==> src/rtl/hex_display_scanner.sv <==
// -----------------------------------------------------------------------------
// hex_display_scanner
//   Time-multiplexed scan controller for a common-anode multi-digit 7-segment
//   display. A packed hex value is accepted over a valid/ready port into a
//   pending buffer and is copied into the displayed (shadow) buffer only at
//   the end of a full frame, so a frame never mixes old and new digits.
//
// Parameters
//   DIGITS        number of digits scanned; digit 0 = nibble [3:0], rightmost
//   DWELL_CYCLES  clk cycles each digit is driven (>= 1)
//   BLANK_CYCLES  clk cycles with all digits off between digits (0 = none)
//
// Ports
//   clk         system clock, rising edge
//   rst         asynchronous reset, active-low
//   load_data   packed hex value to display (4*DIGITS bits)
//   load_dp     decimal-point request per digit, 1 = lit
//   load_valid  load request
//   load_ready  1 = pending buffer empty, load accepted this cycle
//   seg_out     segments {g,f,e,d,c,b,a}, active-low
//   dp_out      decimal point, active-low
//   digit_en    anode enables, active-low, at most one low at a time
//   frame_done  one-cycle pulse at the end of each full scan frame
//
// Build option
//   LEADING_ZERO_BLANK_EN : when defined, digits above the most significant
//   nonzero nibble are blanked (digit 0 is always shown).
// -----------------------------------------------------------------------------
module hex_display_scanner #(
   parameter int DIGITS       = 4,
   parameter int DWELL_CYCLES = 50000,
   parameter int BLANK_CYCLES = 500
) (
   input  logic                  clk,
   input  logic                  rst,
   input  logic [4*DIGITS-1:0]   load_data,
   input  logic [DIGITS-1:0]     load_dp,
   input  logic                  load_valid,
   output logic                  load_ready,
   output logic [6:0]            seg_out,
   output logic                  dp_out,
   output logic [DIGITS-1:0]     digit_en,
   output logic                  frame_done
);

   localparam int CNT_MAX    = (DWELL_CYCLES > BLANK_CYCLES) ? DWELL_CYCLES : BLANK_CYCLES;
   localparam int CNT_W      = (CNT_MAX > 1) ? $clog2(CNT_MAX + 1) : 1;
   localparam int IDX_W      = (DIGITS > 1) ? $clog2(DIGITS) : 1;
   localparam int DWELL_LAST = DWELL_CYCLES - 1;
   localparam int BLANK_LAST = (BLANK_CYCLES > 0) ? BLANK_CYCLES - 1 : 0;

   typedef enum logic [0:0] {
      ST_BLANK = 1'b0,
      ST_DRIVE = 1'b1
   } state_t;

   state_t                state_q, state_d;
   logic [CNT_W-1:0]      cnt_q, cnt_d;
   logic [IDX_W-1:0]      idx_q, idx_d;
   logic [4*DIGITS-1:0]   shadow_q, shadow_d;
   logic [DIGITS-1:0]     shadow_dp_q, shadow_dp_d;
   logic [4*DIGITS-1:0]   pend_q, pend_d;
   logic [DIGITS-1:0]     pend_dp_q, pend_dp_d;
   logic                  pending_q, pending_d;
   logic [6:0]            seg_q, seg_d;
   logic                  dp_q, dp_d;
   logic [DIGITS-1:0]     digit_en_q, digit_en_d;
   logic                  frame_done_q, frame_done_d;
   logic                  enter_drive;
   logic                  enter_blank;

   // Hex digit to active-low {g,f,e,d,c,b,a}
   function automatic logic [6:0] font(input logic [3:0] n);
      case (n)
         4'h0:    font = 7'h40;
         4'h1:    font = 7'h79;
         4'h2:    font = 7'h24;
         4'h3:    font = 7'h30;
         4'h4:    font = 7'h19;
         4'h5:    font = 7'h12;
         4'h6:    font = 7'h02;
         4'h7:    font = 7'h78;
         4'h8:    font = 7'h00;
         4'h9:    font = 7'h18;
         4'hA:    font = 7'h08;
         4'hB:    font = 7'h03;
         4'hC:    font = 7'h27;
         4'hD:    font = 7'h21;
         4'hE:    font = 7'h06;
         default: font = 7'h0E;
      endcase
   endfunction

`ifdef LEADING_ZERO_BLANK_EN
   // Index of the most significant nonzero nibble; 0 when the value is zero
   function automatic int top_nonzero(input logic [4*DIGITS-1:0] v);
      top_nonzero = 0;
      for (int i = 0; i < DIGITS; i++) begin
         if (v[4*i +: 4] != 4'h0) top_nonzero = i;
      end
   endfunction
`endif

   assign load_ready = ~pending_q;
   assign seg_out    = seg_q;
   assign dp_out     = dp_q;
   assign digit_en   = digit_en_q;
   assign frame_done = frame_done_q;

   always_comb begin
      state_d      = state_q;
      cnt_d        = cnt_q;
      idx_d        = idx_q;
      shadow_d     = shadow_q;
      shadow_dp_d  = shadow_dp_q;
      pend_d       = pend_q;
      pend_dp_d    = pend_dp_q;
      pending_d    = pending_q;
      seg_d        = seg_q;
      dp_d         = dp_q;
      digit_en_d   = digit_en_q;
      frame_done_d = 1'b0;
      enter_drive  = 1'b0;
      enter_blank  = 1'b0;

      if (load_valid && !pending_q) begin
         pend_d    = load_data;
         pend_dp_d = load_dp;
         pending_d = 1'b1;
      end

      case (state_q)
         ST_BLANK: begin
            // Reset parks in BLANK even when no blanking is configured; leave after one cycle then
            if (BLANK_CYCLES == 0 || cnt_q == CNT_W'(BLANK_LAST)) begin
               state_d     = ST_DRIVE;
               cnt_d       = '0;
               enter_drive = 1'b1;
            end else begin
               cnt_d = cnt_q + CNT_W'(1);
            end
         end
         default: begin
            if (cnt_q == CNT_W'(DWELL_LAST)) begin
               cnt_d = '0;
               if (idx_q == IDX_W'(DIGITS - 1)) begin
                  idx_d        = '0;
                  frame_done_d = 1'b1;
                  // Commit only at frame end so a frame never shows two values
                  if (pending_q) begin
                     shadow_d    = pend_q;
                     shadow_dp_d = pend_dp_q;
                     pending_d   = 1'b0;
                  end
               end else begin
                  idx_d = idx_q + IDX_W'(1);
               end
               if (BLANK_CYCLES == 0) begin
                  state_d     = ST_DRIVE;
                  enter_drive = 1'b1;
               end else begin
                  state_d     = ST_BLANK;
                  enter_blank = 1'b1;
               end
            end else begin
               cnt_d = cnt_q + CNT_W'(1);
            end
         end
      endcase

      // Outputs follow the next state/digit on the same edge, using the
      // post-commit shadow so a fresh value appears first on digit 0
      if (enter_drive) begin
         digit_en_d = ~(DIGITS'(1) << idx_d);
         seg_d      = font(shadow_d[4*int'(idx_d) +: 4]);
         dp_d       = ~shadow_dp_d[idx_d];
`ifdef LEADING_ZERO_BLANK_EN
         if (int'(idx_d) > top_nonzero(shadow_d)) seg_d = 7'h7F;
`endif
      end else if (enter_blank) begin
         digit_en_d = '1;
         seg_d      = 7'h7F;
         dp_d       = 1'b1;
      end
   end

   always_ff @(posedge clk or negedge rst) begin
      if (!rst) begin
         state_q      <= ST_BLANK;
         cnt_q        <= '0;
         idx_q        <= '0;
         shadow_q     <= '0;
         shadow_dp_q  <= '0;
         pend_q       <= '0;
         pend_dp_q    <= '0;
         pending_q    <= 1'b0;
         seg_q        <= 7'h7F;
         dp_q         <= 1'b1;
         digit_en_q   <= '1;
         frame_done_q <= 1'b0;
      end else begin
         state_q      <= state_d;
         cnt_q        <= cnt_d;
         idx_q        <= idx_d;
         shadow_q     <= shadow_d;
         shadow_dp_q  <= shadow_dp_d;
         pend_q       <= pend_d;
         pend_dp_q    <= pend_dp_d;
         pending_q    <= pending_d;
         seg_q        <= seg_d;
         dp_q         <= dp_d;
         digit_en_q   <= digit_en_d;
         frame_done_q <= frame_done_d;
      end
   end

endmodule

==> config.mk <==
export PLATFORM = sky130hd
export DESIGN_NAME = hex_display_scanner
export DESIGN_NICKNAME = d
export VERILOG_FILES = /design/src/rtl/hex_display_scanner.sv
export SDC_FILE = /design/constraint.sdc
export NUM_CORES = 1
export LEC_CHECK = 0
export ABC_AREA = 1
export BUFFER_PORTS_ARGS = -buffer_cell sky130_fd_sc_hd__buf_2
export CORE_MARGIN = 2
export CORE_UTILIZATION = 40
export DETAILED_ROUTE_END_ITERATION = 10
export PLACE_DENSITY_LB_ADDON = 0.12
export SYNTH_ARGS = -nofsm -noshare
export SYNTH_HDL_FRONTEND = slang
export SYNTH_SLANG_ARGS = --single-unit
export TNS_END_PERCENT = 100
==> constraint.sdc <==
create_clock -name clk -period 4.5 [get_ports clk]
set_clock_uncertainty 0.1 [all_clocks]
set_input_delay 0.9 -clock clk [delete_from_list [all_inputs] [get_ports clk]]
set_output_delay 0.9 -clock clk [all_outputs]
set_load 0.01 [all_outputs]
==> impl_metrics.toml <==
[job]
maxCapViolCount = 0

[global_route]
first_global_vias = 2986
antenna_found_initial = 0
globalRouteOverflowTotal = 0
grt_pass1_wl_mm = 14.2
grt_max_degree = 50
grt_use_total_pct = 17.6

[critical_path]
cp_max_fo = 17
slowest_delay_ns = 0.37
cp-end-kind = "register"
timing_worst_setup_path_type = "reg2reg"
cp_cell_sequence = "ha_1, nand3_4, clkinv_2, nand2_2, nor2_4, nand3_4, nand2_2, nand2_2, nand2_1, nand2_2, nor2_4, inv_1, ha_1, inv_1, nand3_1, nand3_1, nand2_1, nor2_1, nor2_1"
crit_top_cell = "nand2_2"
worstPathRequired_ns = 4.68
cp.arrival_ns = 2.98
reg2regPathDepth = 19
r2r_slack_ns = 1.70
critPathCapture = "seg_out[0]"
crit_buf_inv = 3
startpoint = "cnt_q[0]"
rr_endpoint = "seg_out[0]"
worstReg2RegStart = "cnt_q[0]"
cpLargestDelayFamily = "simple AND/OR/NAND/NOR gates"
startpoint_type = "register"
cpMaxStageDelayCell = "dfrtp_1"
crit_cells = 19

[logic_synthesis]
synth_nets = 484
synth_area_um2 = 3840
ys_ff_latch = 73
synth_area_leaders = "dfrtp_1, nand2_1, dfstp_2"
synth.distinct_cells = 37
syn_inst = 454
yosysWarnings = 0
yosysSeqAreaShare_pct = 48.0
synth.avg_cell_area_um2 = 8.45
synth_top_area_share_pct = 39.8
yosysTopAreaCell = "dfrtp_1"

[sta]
tightest_slew_ns = 0.935
finalHoldViolations = 0
period_share_pct = 62.3
period_needed_ns = 2.80
setup-tns-final_ns = 0
fmax_mhz = 357
slew_headroom_pct = 37.1
rsz0062_at_grt = "false"
slew_violations = 0
setup_viol = 0
fin_ws_ns = 1.70

[layout]
synthToLayoutAreaGrowth_pct = 13.2
fin_nets = 526
fin_area_um2 = 4350
mostFrequentLayoutCell = "nand2_1"
stdcell_count = 630
antenna_cells = 0
layout_common_cells = "nand2_1, inv_1, dfrtp_1"
final_layout_size_suffix_gt1_share_pct = 25.7

[drt]
wl_met2_mm = 3.66
firstDrtPassIters = 4
m1WireLength_mm = 4.02
wire_per_inst_um = 12.8
vias_per_cell = 4.68
drtIter0Drc = 145
dr_wl_met3_um = 265
num_vias = 2948
ant_nets = 0
wirelength_mm = 8.08
dr.max_layer_used = "met4"
drc_errors = 0

[cts]
cts_tree = "done"
cts_root_buf = "clkbuf_8"
clock_path_buffers = 2
clk_latency_ns = 0.34
post_cts_resized = 0
clk_pin_slew_ns = 0.08
hold_buffers = 0
cts_made_buffers = 9
clock_sinks = 73
htree_num_levels = 3
cts_setup_buffers = 0

[placed_design]
io_buffers = 36
finalWeightedCongestion = 0.863
dp.cells = 614
place_ws_ns = 1.71
hpwlAfterDp_mm = 5.85
placed_cell_area_um2 = 4150

[die]
die_area_um2 = 10400
initial_core_util_pct = 41.3
die_width_um = 102
die_h_um = 102
pin_count = 37
core_area_um2 = 9280
rows = 35

[power_and_ir_drop]
power_mw = 1.19
ir_drop_mv = 0.165
power_density_nw_per_um2 = 274
leakagePower_nw = 2.37

[outcome]
status = "completed"

[worst_hold_path]
min_path_type = "reg2reg"
## layout make-up
cell class              count  area, µm²
inverters                  72        274
repair buffers             38        195
multi-input cells         302       1680
flip-flops and latches     73       1840
clock inverters             7       70.1
well taps                 129        161
fillers                   948       4940
clock buffers               9        124
## sequential cells by signal, summed over array words and instances (netlist names), 2 cells and up
| name | count |
|---|---|
| idx_q | 2 |
| pend_q | 16 |
| cnt_q | 16 |
| shadow_q | 16 |
| digit_en | 4 |
| seg_out | 7 |
| shadow_dp_q | 4 |
| pend_dp_q | 4 |
## worst min-delay path by stage
stage,startpoint,to,slack (ns),depth (start not counted)
after floorplan,cnt_q[0],cnt_q[0],0.33,1
after global placement,cnt_q[0],cnt_q[0],0.35,1
after detailed placement,cnt_q[0],cnt_q[0],0.36,1
after CTS,cnt_q[0],cnt_q[0],0.37,1
after global routing,cnt_q[0],cnt_q[0],0.39,1
final,cnt_q[0],cnt_q[0],0.37,1
## routing by layer
| layer | up-vias | global-route usage, % |
|---|---|---|
| li1 | 1505 | - |
| met1 | 1380 | 24.5 |
| met2 | 53 | 26.8 |
| met3 | 10 | 3.42 |
| met4 | 0 | 7.59 |
| met5 | - | 0 |
## report_power, final
| group | total (mW) | internal (mW) | switching [mW] |
|---|---|---|---|
| Sequential | 0.656 | 0.656 | 0 |
| Clock | 0.513 | 0.255 | 0.258 |
| Combinational | 0.0226 | 0.00721 | 0.0154 |
## cells by family (layout without fill, tap and decap cells)
group	after synthesis	count (layout)	share of synthesized area, %
and+or+nand+nor	238	238	30.8
buffers and inverters	79	126	8.25
DFF	73	73	48.0
AOI/OAI and AO/OA	39	39	5.67
muxes	13	13	3.81
adders and majority gates	7	7	2.28
xor gates and xnor gates	5	5	1.14
## synth_stat cells
cell,instances
dfstp_2,12
inv_2,3
or2_2,3
o22ai_1,4
xnor2_1,1
mux2_2,13
nand2_4,3
nor2_2,4
buf_6,2
nor2_8,2
a221oi_1,1
o21ai_1,2
a211oi_1,1
clkbuf_1,4
a21oi_2,1
nand3_4,3
a31o_2,1
inv_1,67
nand2_2,19
nor2_4,9
nor4_1,3
buf_2,1
nand2_1,112
nand3_1,13
dfrtp_1,61
nor2_1,49
a31oi_1,1
nand4_1,8
xor2_1,4
nor3_1,9
ha_1,7
clkinv_2,1
o21bai_1,1
a21oi_1,16
o21ai_0,11
inv_4,1
nand3_2,1
## stage by stage
stage | utilization (%) | hold slack (ns)
3_5_place_dp | 44.7 | 0.357
5_1_grt | 46.8 | 0.392
6_report | 46.8 | 0.368
4_1_cts | 46.8 | 0.368
2_1_floorplan | - | 0.333
3_3_place_gp | 44.7 | 0.347
No activity file was read; power rests on OpenSTA's default activity.
